### config.mk
export PLATFORM = sky130hd
export DESIGN_NAME = lamp_fpu_fract_sqrt_gen
export DESIGN_NICKNAME = d
export VERILOG_FILES = /design/src/rtl/lamp_fpu_fract_sqrt_gen_pkg.sv /design/src/rtl/lamp_fpu_sqrt_lzc.sv /design/src/rtl/lamp_fpu_fract_sqrt_gen.sv
export SDC_FILE = /design/constraint.sdc
export NUM_CORES = 2
export LEC_CHECK = 0
export ABC_AREA = 0
export ABC_CLOCK_PERIOD_IN_PS = 30300
export CORE_UTILIZATION = 42
export DETAILED_ROUTE_END_ITERATION = 6
export PLACE_DENSITY = 0.67
export SYNTH_ARGS = -nofsm -noshare
export SYNTH_HDL_FRONTEND = slang
export SYNTH_SLANG_ARGS = --single-unit
export TNS_END_PERCENT = 5
### constraint.sdc
create_clock -name clk -period 30.3 [get_ports clk]
set_input_delay 6.06 -clock clk [delete_from_list [all_inputs] [get_ports clk]]
set_output_delay 6.06 -clock clk [all_outputs]
set_load 0.01 [all_outputs]
### src/rtl/lamp_fpu_fract_sqrt_gen_pkg.sv
// Shared types and constant generators for the Goldschmidt sqrt / inverse-sqrt unit.
// All fixed-point constants are Q1.(w-1) and are derived per datapath width w.
package lamp_fpu_fract_sqrt_gen_pkg;

  typedef enum logic [2:0] {
    ST_IDLE,
    ST_B,
    ST_R,
    ST_XY,
    ST_FIN,
    ST_DONE
  } sqrt_state_t;

  function automatic logic [63:0] one_q(input int w);
    return 64'd1 << (w - 1);
  endfunction

  // Needs w+1 bits: 3.0 does not fit a Q1 format.
  function automatic logic [63:0] three_q(input int w);
    return 64'd3 << (w - 1);
  endfunction

  // floor(sqrt(2) * 2^(w-1)) == isqrt(2^(2w-1)), bitwise integer square root.
  function automatic logic [63:0] sqrt2_q(input int w);
    logic [63:0] n;
    logic [63:0] r;
    logic [63:0] b;
    n = 64'd1 << (2 * w - 1);
    r = 64'd0;
    for (int i = 31; i >= 0; i--) begin
      b = r | (64'd1 << i);
      if (b * b <= n) r = b;
    end
    return r;
  endfunction

endpackage

### src/rtl/lamp_fpu_sqrt_lzc.sv
// Combinational leading-zero counter; an all-zero input yields DW.
module lamp_fpu_sqrt_lzc #(
  parameter int DW = 8,
  parameter int CW = $clog2(DW + 1)
) (
  input  logic [DW-1:0] a,
  output logic [CW-1:0] cnt
);

  always_comb begin
    cnt = CW'(DW);
    for (int i = 0; i < DW; i++) begin
      if (a[i]) cnt = CW'(DW - 1 - i);
    end
  end

endmodule

### src/rtl/lamp_fpu_fract_sqrt_gen.sv
// Goldschmidt sqrt / inverse-sqrt of a significand with normalised result and exponent adjust.
// Optional macro LAMP_SQRT_EARLY_EXIT_EN: leave the iteration loop as soon as r has converged to 1.0.
module lamp_fpu_fract_sqrt_gen
  import lamp_fpu_fract_sqrt_gen_pkg::*;
#(
  parameter int F_DW    = 7,
  parameter int PREC_DW = 8,
  parameter int ITERS   = 4
) (
  input  logic              clk,
  input  logic              rst,
  input  logic              valid_i,
  output logic              ready_o,
  input  logic [F_DW:0]     s_i,
  input  logic              is_exp_odd_i,
  input  logic              invSqrt_i,
  input  logic              special_i,
  output logic              valid_o,
  input  logic              ready_i,
  output logic [F_DW+PREC_DW:0] res_o,
  output logic [4:0]        exp_adj_o
);

  localparam int SW  = 1 + F_DW;
  localparam int W   = 1 + F_DW + PREC_DW;
  localparam int LZW = $clog2(SW + 1);
  localparam logic [W-1:0] ONE   = W'(one_q(W));
  localparam logic [W:0]   THREE = (W + 1)'(three_q(W));
  localparam logic [W-1:0] SQRT2 = W'(sqrt2_q(W));

  // Handshake: an operand transfers on a rising edge with valid_i & ready_o;
  // a result transfers on a rising edge with valid_o & ready_i; valid_o and
  // the result stay stable until that transfer.

  sqrt_state_t state_q, state_d;
  logic [W-1:0]   b_q, r_q, x_q, y_q, res_q;
  logic [4:0]     adj_q;
  logic [3:0]     cnt_q;
  logic [LZW-1:0] lz, lz_q;
  logic           odd_q, inv_q;

  function automatic logic [W-1:0] mul_q(input logic [W-1:0] a, input logic [W-1:0] c);
    logic [2*W-1:0] p;
    p = {{W{1'b0}}, a} * {{W{1'b0}}, c};
    return W'(p >> (W - 1));
  endfunction

  function automatic logic [W-1:0] half3(input logic [W-1:0] v);
    logic [W:0] d;
    d = THREE - {1'b0, v};
    return W'(d >> 1);
  endfunction

  lamp_fpu_sqrt_lzc #(.DW(SW), .CW(LZW)) u_lzc (
    .a   (s_i),
    .cnt (lz)
  );

  // Seeding happens on the accept edge, so the first busy cycle is already B.
  logic [W-1:0] f_init, r_init, x_init;
  logic [W-1:0] b_next, r_next, x_next, y_next;
  always_comb begin
    f_init = {s_i, {PREC_DW{1'b0}}} << lz;
    r_init = half3(f_init);
    x_init = mul_q(f_init, r_init);
    b_next = mul_q(mul_q(b_q, r_q), r_q);
    r_next = half3(b_q);
    x_next = mul_q(x_q, r_q);
    y_next = mul_q(y_q, r_q);
  end

  logic signed [4:0] e, e_even, half_e, adj;
  logic [W-1:0] base, prod, res_fin;
  always_comb begin
    e      = $signed({4'd0, odd_q}) - $signed(5'(lz_q));
    base   = inv_q ? y_q : x_q;
    prod   = base;
    e_even = e;
    // Odd exponent: pull one factor of sqrt(2) into the mantissa; the
    // inverse root needs 2^-1/2 = sqrt(2)/2, hence the opposite step.
    if (e[0]) begin
      prod   = mul_q(base, SQRT2);
      e_even = inv_q ? e + 5'sd1 : e - 5'sd1;
    end
    half_e  = e_even >>> 1;
    adj     = inv_q ? -half_e : half_e;
    res_fin = prod;
    if (!prod[W-1]) begin
      res_fin = prod << 1;
      adj     = adj - 5'sd1;
    end
  end

  always_comb begin
    state_d = state_q;
    case (state_q)
      ST_IDLE: if (valid_i) state_d = special_i ? ST_DONE : ST_B;
`ifdef LAMP_SQRT_EARLY_EXIT_EN
      ST_B:    state_d = (r_q == ONE) ? ST_FIN : ST_R;
`else
      ST_B:    state_d = ST_R;
`endif
      ST_R:    state_d = ST_XY;
      ST_XY:   state_d = (cnt_q == 4'(ITERS - 1)) ? ST_FIN : ST_B;
      ST_FIN:  state_d = ST_DONE;
      ST_DONE: if (ready_i) state_d = ST_IDLE;
      default: state_d = ST_IDLE;
    endcase
  end

  always_ff @(posedge clk or posedge rst) begin
    if (rst) state_q <= ST_IDLE;
    else     state_q <= state_d;
  end

  always_ff @(posedge clk or posedge rst) begin
    if (rst) begin
      b_q   <= '0;
      r_q   <= '0;
      x_q   <= '0;
      y_q   <= '0;
      res_q <= '0;
      adj_q <= '0;
      cnt_q <= '0;
      lz_q  <= '0;
      odd_q <= 1'b0;
      inv_q <= 1'b0;
    end else begin
      case (state_q)
        ST_IDLE: if (valid_i) begin
          odd_q <= is_exp_odd_i;
          inv_q <= invSqrt_i;
          lz_q  <= lz;
          b_q   <= f_init;
          r_q   <= r_init;
          y_q   <= r_init;
          x_q   <= x_init;
          cnt_q <= '0;
          if (special_i) begin
            res_q <= '0;
            adj_q <= '0;
          end
        end
        ST_B:  b_q <= b_next;
        ST_R:  r_q <= r_next;
        ST_XY: begin
          x_q   <= x_next;
          y_q   <= y_next;
          cnt_q <= cnt_q + 4'd1;
        end
        ST_FIN: begin
          res_q <= res_fin;
          adj_q <= adj;
        end
        default: ;
      endcase
    end
  end

  assign ready_o   = (state_q == ST_IDLE) && !rst;
  assign valid_o   = (state_q == ST_DONE);
  assign res_o     = res_q;
  assign exp_adj_o = adj_q;

endmodule
* Yosys cells after proc, flatten, opt, wreduce, memory -nomap -nowiden
Index checks and enable logic that the tools add are counted.
** Storage, ports and cells
- Flip-flop bits (word level) :: 98
- Bits of input ports :: 15
- Output and inout port bits :: 23
- Word-level logic and storage cells :: 83
** Cells by class
- Add/sub/neg operators :: 8
- Multiply operators :: 6
- Equality and inequality tests :: 9
- Shift-type cells :: 1
- Muxes and demuxes :: 35
- Reduce and logical (&&, ||, !) cells :: 13
** Operators by type and width (number)
- 16-bit one-hot mux with 2 select lines :: 5
- 16-bit by 16-bit multiplier with 31-bit output :: 5
- 16-bit 2-to-1 mux :: 8
- 4-bit 2-to-1 mux :: 9
- 17-bit by 16-bit subtractor with 17-bit output, first input constant :: 2
- 5-bit 2-to-1 mux :: 6
- 16-bit by 14-bit multiplier with 29-bit output, second input constant :: 1
- 3-bit one-hot mux with 6 select lines :: 1
- 16-bit by 4-bit left shift with 16-bit output :: 1
- 3-bit 2-to-1 mux :: 4
- 5-bit one-hot mux with 2 select lines :: 1
- 2-bit AND reduction :: 5
- 5-bit by 2-bit subtractor with 5-bit output, second input constant :: 2
- 4-bit one-hot mux with 2 select lines :: 1
- 2-bit nonzero test :: 4
- 3-bit by 2-bit == test with 1-bit output, second input constant :: 2
- 3-bit == test, second input constant :: 2
- 5-bit by 2-bit adder with 5-bit output, second input constant :: 1
- 4-bit negator with 5-bit output :: 1
- 1-bit by 4-bit subtractor with 5-bit output :: 1
- 4-bit by 1-bit adder with 4-bit output, second input constant :: 1
- 4-bit by 2-bit == test with 1-bit output, second input constant :: 1
- 2-bit inequality test, second input constant :: 2
- 3-bit by 1-bit == test with 1-bit output, second input constant :: 1
- other kinds (5) :: 5

* Longest topological paths before layout
- Depth after elaboration :: 13
- Gate-level depth with buffers :: 51
- Depth with buffers taken out :: 47

* By module
A second synthesis with hierarchy kept.
** Second synthesis, totals
- Cell total of the unflattened synthesis :: 4828
- Area, all modules :: 42428.2 um^2
** Modules (own cells, without submodules)
- lamp_fpu_fract_sqrt_gen :: instances 1, cells an instance 4814, area an instance 42341.9 um^2, seq. area each 2452.4 um^2
- lamp_fpu_sqrt_lzc :: instances 1, cells an instance 14, area an instance 86.3 um^2, seq. area each 0.0 um^2

* Least setup slack after synthesis
No wires, ideal clock.
- Path type :: input to register
- From :: input port s_i[1]
- To :: register x_q[15]
- Library setup time :: 137 ps
- Arrival :: 13029 ps
- Data required time :: 30163 ps
- Path slack :: 17134 ps
- Cell stages on the path :: 31
- Path buffers :: 1
- Path through :: nand2b_1 -> a21oi_1 -> o21ba_2 -> o21ai_1 -> mux2i_1 -> or2_2 -> clkbuf_1 -> inv_1 -> nor3_1 -> and3_1 -> nand3_1 -> ha_1 -> or3_1 -> fa_1 -> fa_1 -> inv_1 -> fa_1 -> fa_1 -> ha_1 -> ha_1 -> ha_1 -> a21oi_1 -> o21bai_1 -> a21oi_1 -> o21ai_0 -> a21o_1 -> a21oi_1 -> xnor2_1 -> or4_1 -> o21ai_0 -> o22ai_1
** Between the ends
- Cells in the longest elaborated chain, start to end :: 12
** RTL lines
- start, declared :: line lamp_fpu_fract_sqrt_gen.sv:14 : input logic [F_DW:0] s_i,
- 4-bit 2-to-1 mux (7 in a row) :: line lamp_fpu_sqrt_lzc.sv:13 : if (a[i]) cnt = CW'(DW - 1 - i);
- 16-bit by 4-bit left shift with 16-bit output (*) :: line lamp_fpu_fract_sqrt_gen.sv:63 : f_init = {s_i, {PREC_DW{1'b0}}} << lz;
- 17-bit by 16-bit subtractor with 17-bit output :: line lamp_fpu_fract_sqrt_gen.sv:50 : d = THREE - {1'b0, v};
- 16-bit by 16-bit multiplier with 31-bit output (*) :: line lamp_fpu_fract_sqrt_gen.sv:44 : p = {{W{1'b0}}, a} * {{W{1'b0}}, c};
- 16-bit 2-to-1 mux (*) :: line lamp_fpu_fract_sqrt_gen.sv:130 : ST_IDLE: if (valid_i) begin
- 16-bit one-hot mux with 2 select lines (*) :: line lamp_fpu_fract_sqrt_gen.sv:129 : case (state_q)
- end signal, assigned :: line lamp_fpu_fract_sqrt_gen.sv:137 : x_q <= x_init;
- end signal, assigned :: line lamp_fpu_fract_sqrt_gen.sv:147 : x_q <= x_next;
- end, declared :: line lamp_fpu_fract_sqrt_gen.sv:36 : logic [W-1:0] b_q, r_q, x_q, y_q, res_q;
Every way passes the cells marked *; elsewhere a longest branch is shown, timed or not. The select of a mux whose other input is x is not followed.
A chain may end at the register's enable or synchronous reset.

* Worst setup path in the final report
Ends and elaborated chain as after synthesis.

==> summary.md <==
| Metric | Value |
|---|---|
| Layout cells sized above 1 | 0.0334 |
| First-pass GRT wire length | 177000 um |
| Max clock buf depth | 2 |
| Total track usage | 0.215 |
| Worst Setup SP | s_i[1] |
| Die X | 320 um |
| Post-layout util | 0.443 |
| Ys flop type | dfrtp_1 |
| Total via count in the routed design | 31.6k |
| CP max-delay cell | a211oi_1 |
| PortBufs | 37 |
| Most Used Layer, Global Route | met2 |
| H-tree levels | 3 |
| Pins Over Slew Limit | 0 |
| DP Wirelength | 79600 um |
| Area growth syn-to-layout | 4.54% |
| Core area | 100000 um^2 |
| Initial antenna violation count | 3 |
| Synth top area cells | fa_1 (40%), ha_1 (16%), inv_1 (9.4%) |
| Fill cells | 9779 |
| Seq cells post-synth | 98 |
| Pin count of the biggest net entering global routing | 65 |
| Async SR Flop Fraction | 1.00 |
| Cell area after synthesis | 42500 um^2 |
| GRT overflow | 0 |
| Postcts setup bufs | 0 |
| CTS root buffer | clkbuf_16 |
| # setup viols final | 0 |
| Synth warnings | 0 |
| Worst Setup Start Kind | input pin |
| Post-layout net count | 6146 |
| Seq/Total Area, Yosys | 0.0578 |
| HP Start | exp_adj_o[3] |
| Required @ worst endpoint | 30530 ps |
| F_max | 70.2 MHz |
| Met2 usage | 0.359 |
| Clock Pin Slew Worst Setup and Hold Paths | 80 ps |
| Delay-heaviest family, CP | adder cells |
| Post-DRT Antenna Nets | 0 |
| Hold Vio Cnt, Final | 0 |
| Avg WL per Cell | 17.5 um |
| Area of the die | 102000 um^2 |
| Slew headroom | 0.296 |
| CTS Sinks | 98 |
| Final wirelength | 106000 um |
| Iter 0 DRT Violations | 1816 |
| CTS resizes | 0 |
| Routability congestion estimate | 0.871 |
| Slowest stage delay, CP | 750 ps |
| Buf+Inv Stages, Crit Path | 5 |
| Post-DR vias/cell | 5.24 |
| Row count | 116 |
| Synth top area share | 0.401 |
| Number of enable flip-flop cells after synthesis | 0 |
| Ratio of final minimum period to clock period | 0.470 |
| Slew @ Worst Pin | 1060 ps |
| Crit-path most repeated cell | ha_1 |
| Reg2reg start | r_q[8] |
| Hold Crit Class | flop to flop |
| Max_cap viols | 0 |
| Routing usage on met1 | 0.297 |
| # IOs | 38 |
| Routing usage on met3 | 0.0277 |
| Top-count cell post-synth | inv_1 |
| Final routed DRC violation total | 0 |
| Syn Inst Count | 4860 |
| RSZ-0062 raised after global routing | false |
| Number of hold buffers added after cts | 0 |
| Crit path max fanout | 8 |
| Post-layout min period | 14250 ps |
| Worst EP arrival | 14480 ps |
| Avg Cell Area, Syn | 8.74 um^2 |
| Number of global-route vias before repair | 34.0k |
| Worst skew pair latency | 390 ps |
| CTS buffer count | 9 |
| CTS tree | yes |
| Antenna diodes | 0 |
| Clock skew | 13.4 ps |
| Cell taking the most area after synthesis | fa_1 |
| Yosys cell types | 72 |
| Post-synth top cells | inv_1 (1058), fa_1 (850), nand2_1 (757), ha_1 (558), and2_1 (416) |
| Starting density of the core | 0.424 |
| CP Class | input pin to flop |
| CP endpoint kind | flop |
| DR pass1 iterations | 5 |
| Outcome | completed |
| Die height | 320 um |
| TNS Setup | 0 ps |
## kinds of logic (layout without fill, tap and decap cells)
| logic type | Yosys count | after routing | synth area share |
|---|---|---|---|
| xor gates and xnor gates | 127 | 127 | 0.0262 |
| and+or+nand+nor | 1458 | 1458 | 0.162 |
| other | 1 | 4 | 0.0000883 |
| buffers and inverters | 1322 | 1187 | 0.117 |
| AOI/OAI and AO/OA | 416 | 416 | 0.0637 |
| adders and majority gates | 1408 | 1408 | 0.565 |
| muxes | 30 | 30 | 0.00760 |
| DFF | 98 | 98 | 0.0578 |
## cell type report
cell class | instances | area (um^2) | share of cell area
Clock inverter | 6 | 72.6 | 0.00163
Timing Repair Buffer | 111 | 926 | 0.0209
Multi-Input combinational cell | 3443 | 35100 | 0.790
Tap cell | 1298 | 1620 | 0.0366
Inverter | 1060 | 3980 | 0.0897
Clock buffer | 10 | 239 | 0.00538
Sequential cell | 98 | 2470 | 0.0557
## final timing paths
| check | cells past startpoint | endpoint | slack (ps) |
|---|---|---|---|
| max | 32 | x_q[15] | 16050 |
| min | 2 | exp_adj_o[3] | 500 |
| max reg2reg | 47 | b_q[15] | 16600 |
| min reg2reg | 2 | exp_adj_o[3] | 500 |
| max in group asynchronous | 3 | x_q[1] | 22920 |
| min in group asynchronous | 2 | state_q[1] | 6080 |
## registers in the layout (all words and copies together) (netlist names)
name and count:
y_q 16, cnt_q 4, res_o 16, r_q 16, b_q 16, lz_q 4
inv_q 1, state_q 3, odd_q 1, exp_adj_o 5, x_q 16
## cells in the final DEF (no fill, tap or decap), types with 23 or more instances in the layout
cell and n:
a211oi_1 23, a21o_1 36, a21oi_1 110, and2_1 416, buf_4 74, clkdlybuf4s50_1 37
dfrtp_1 82, fa_1 850, ha_1 558, inv_1 1057, nand2_1 756, nand2b_1 24
nand3_1 43, nor2_1 112, o21ai_0 109, xnor2_1 84, xor2_1 43
## per-stage QoR
| stage | hold WS [ps] | setup slack (ps) | instance area, um^2 | std cells |
|---|---|---|---|---|
| after CTS | 499 | 16090 | 44400 | 6026 |
| after global placement | 468 | 15790 | 44100 | 6010 |
| final | 497 | 16050 | 44400 | 6026 |
| after detailed placement | 474 | 15720 | 44100 | 6010 |
| after global routing | 515 | 15360 | 44400 | 6026 |
| after floorplan | 452 | 17130 | 42500 | 4863 |
## routing by layer
metal | wire length, um | part of all wire
met5 | 0 | 0
met4 | 2360 | 0.022
met3 | 7640 | 0.072
met1 | 45500 | 0.43
met2 | 50000 | 0.47
## worst reg2reg max path: cells and delay by family, from the launching register on
family / cells / cell delay, ps
xor+xnor: 2 / 310
simple gates: 5 / 790
fa+ha+maj: 14 / 6650
compound gates: 15 / 3960
buf+inv: 11 / 850
flops: 1 / 990
Power is left out: the tool's default activity adds up to more than one toggle a clock period on the data nets, which glitch-free logic cannot reach.
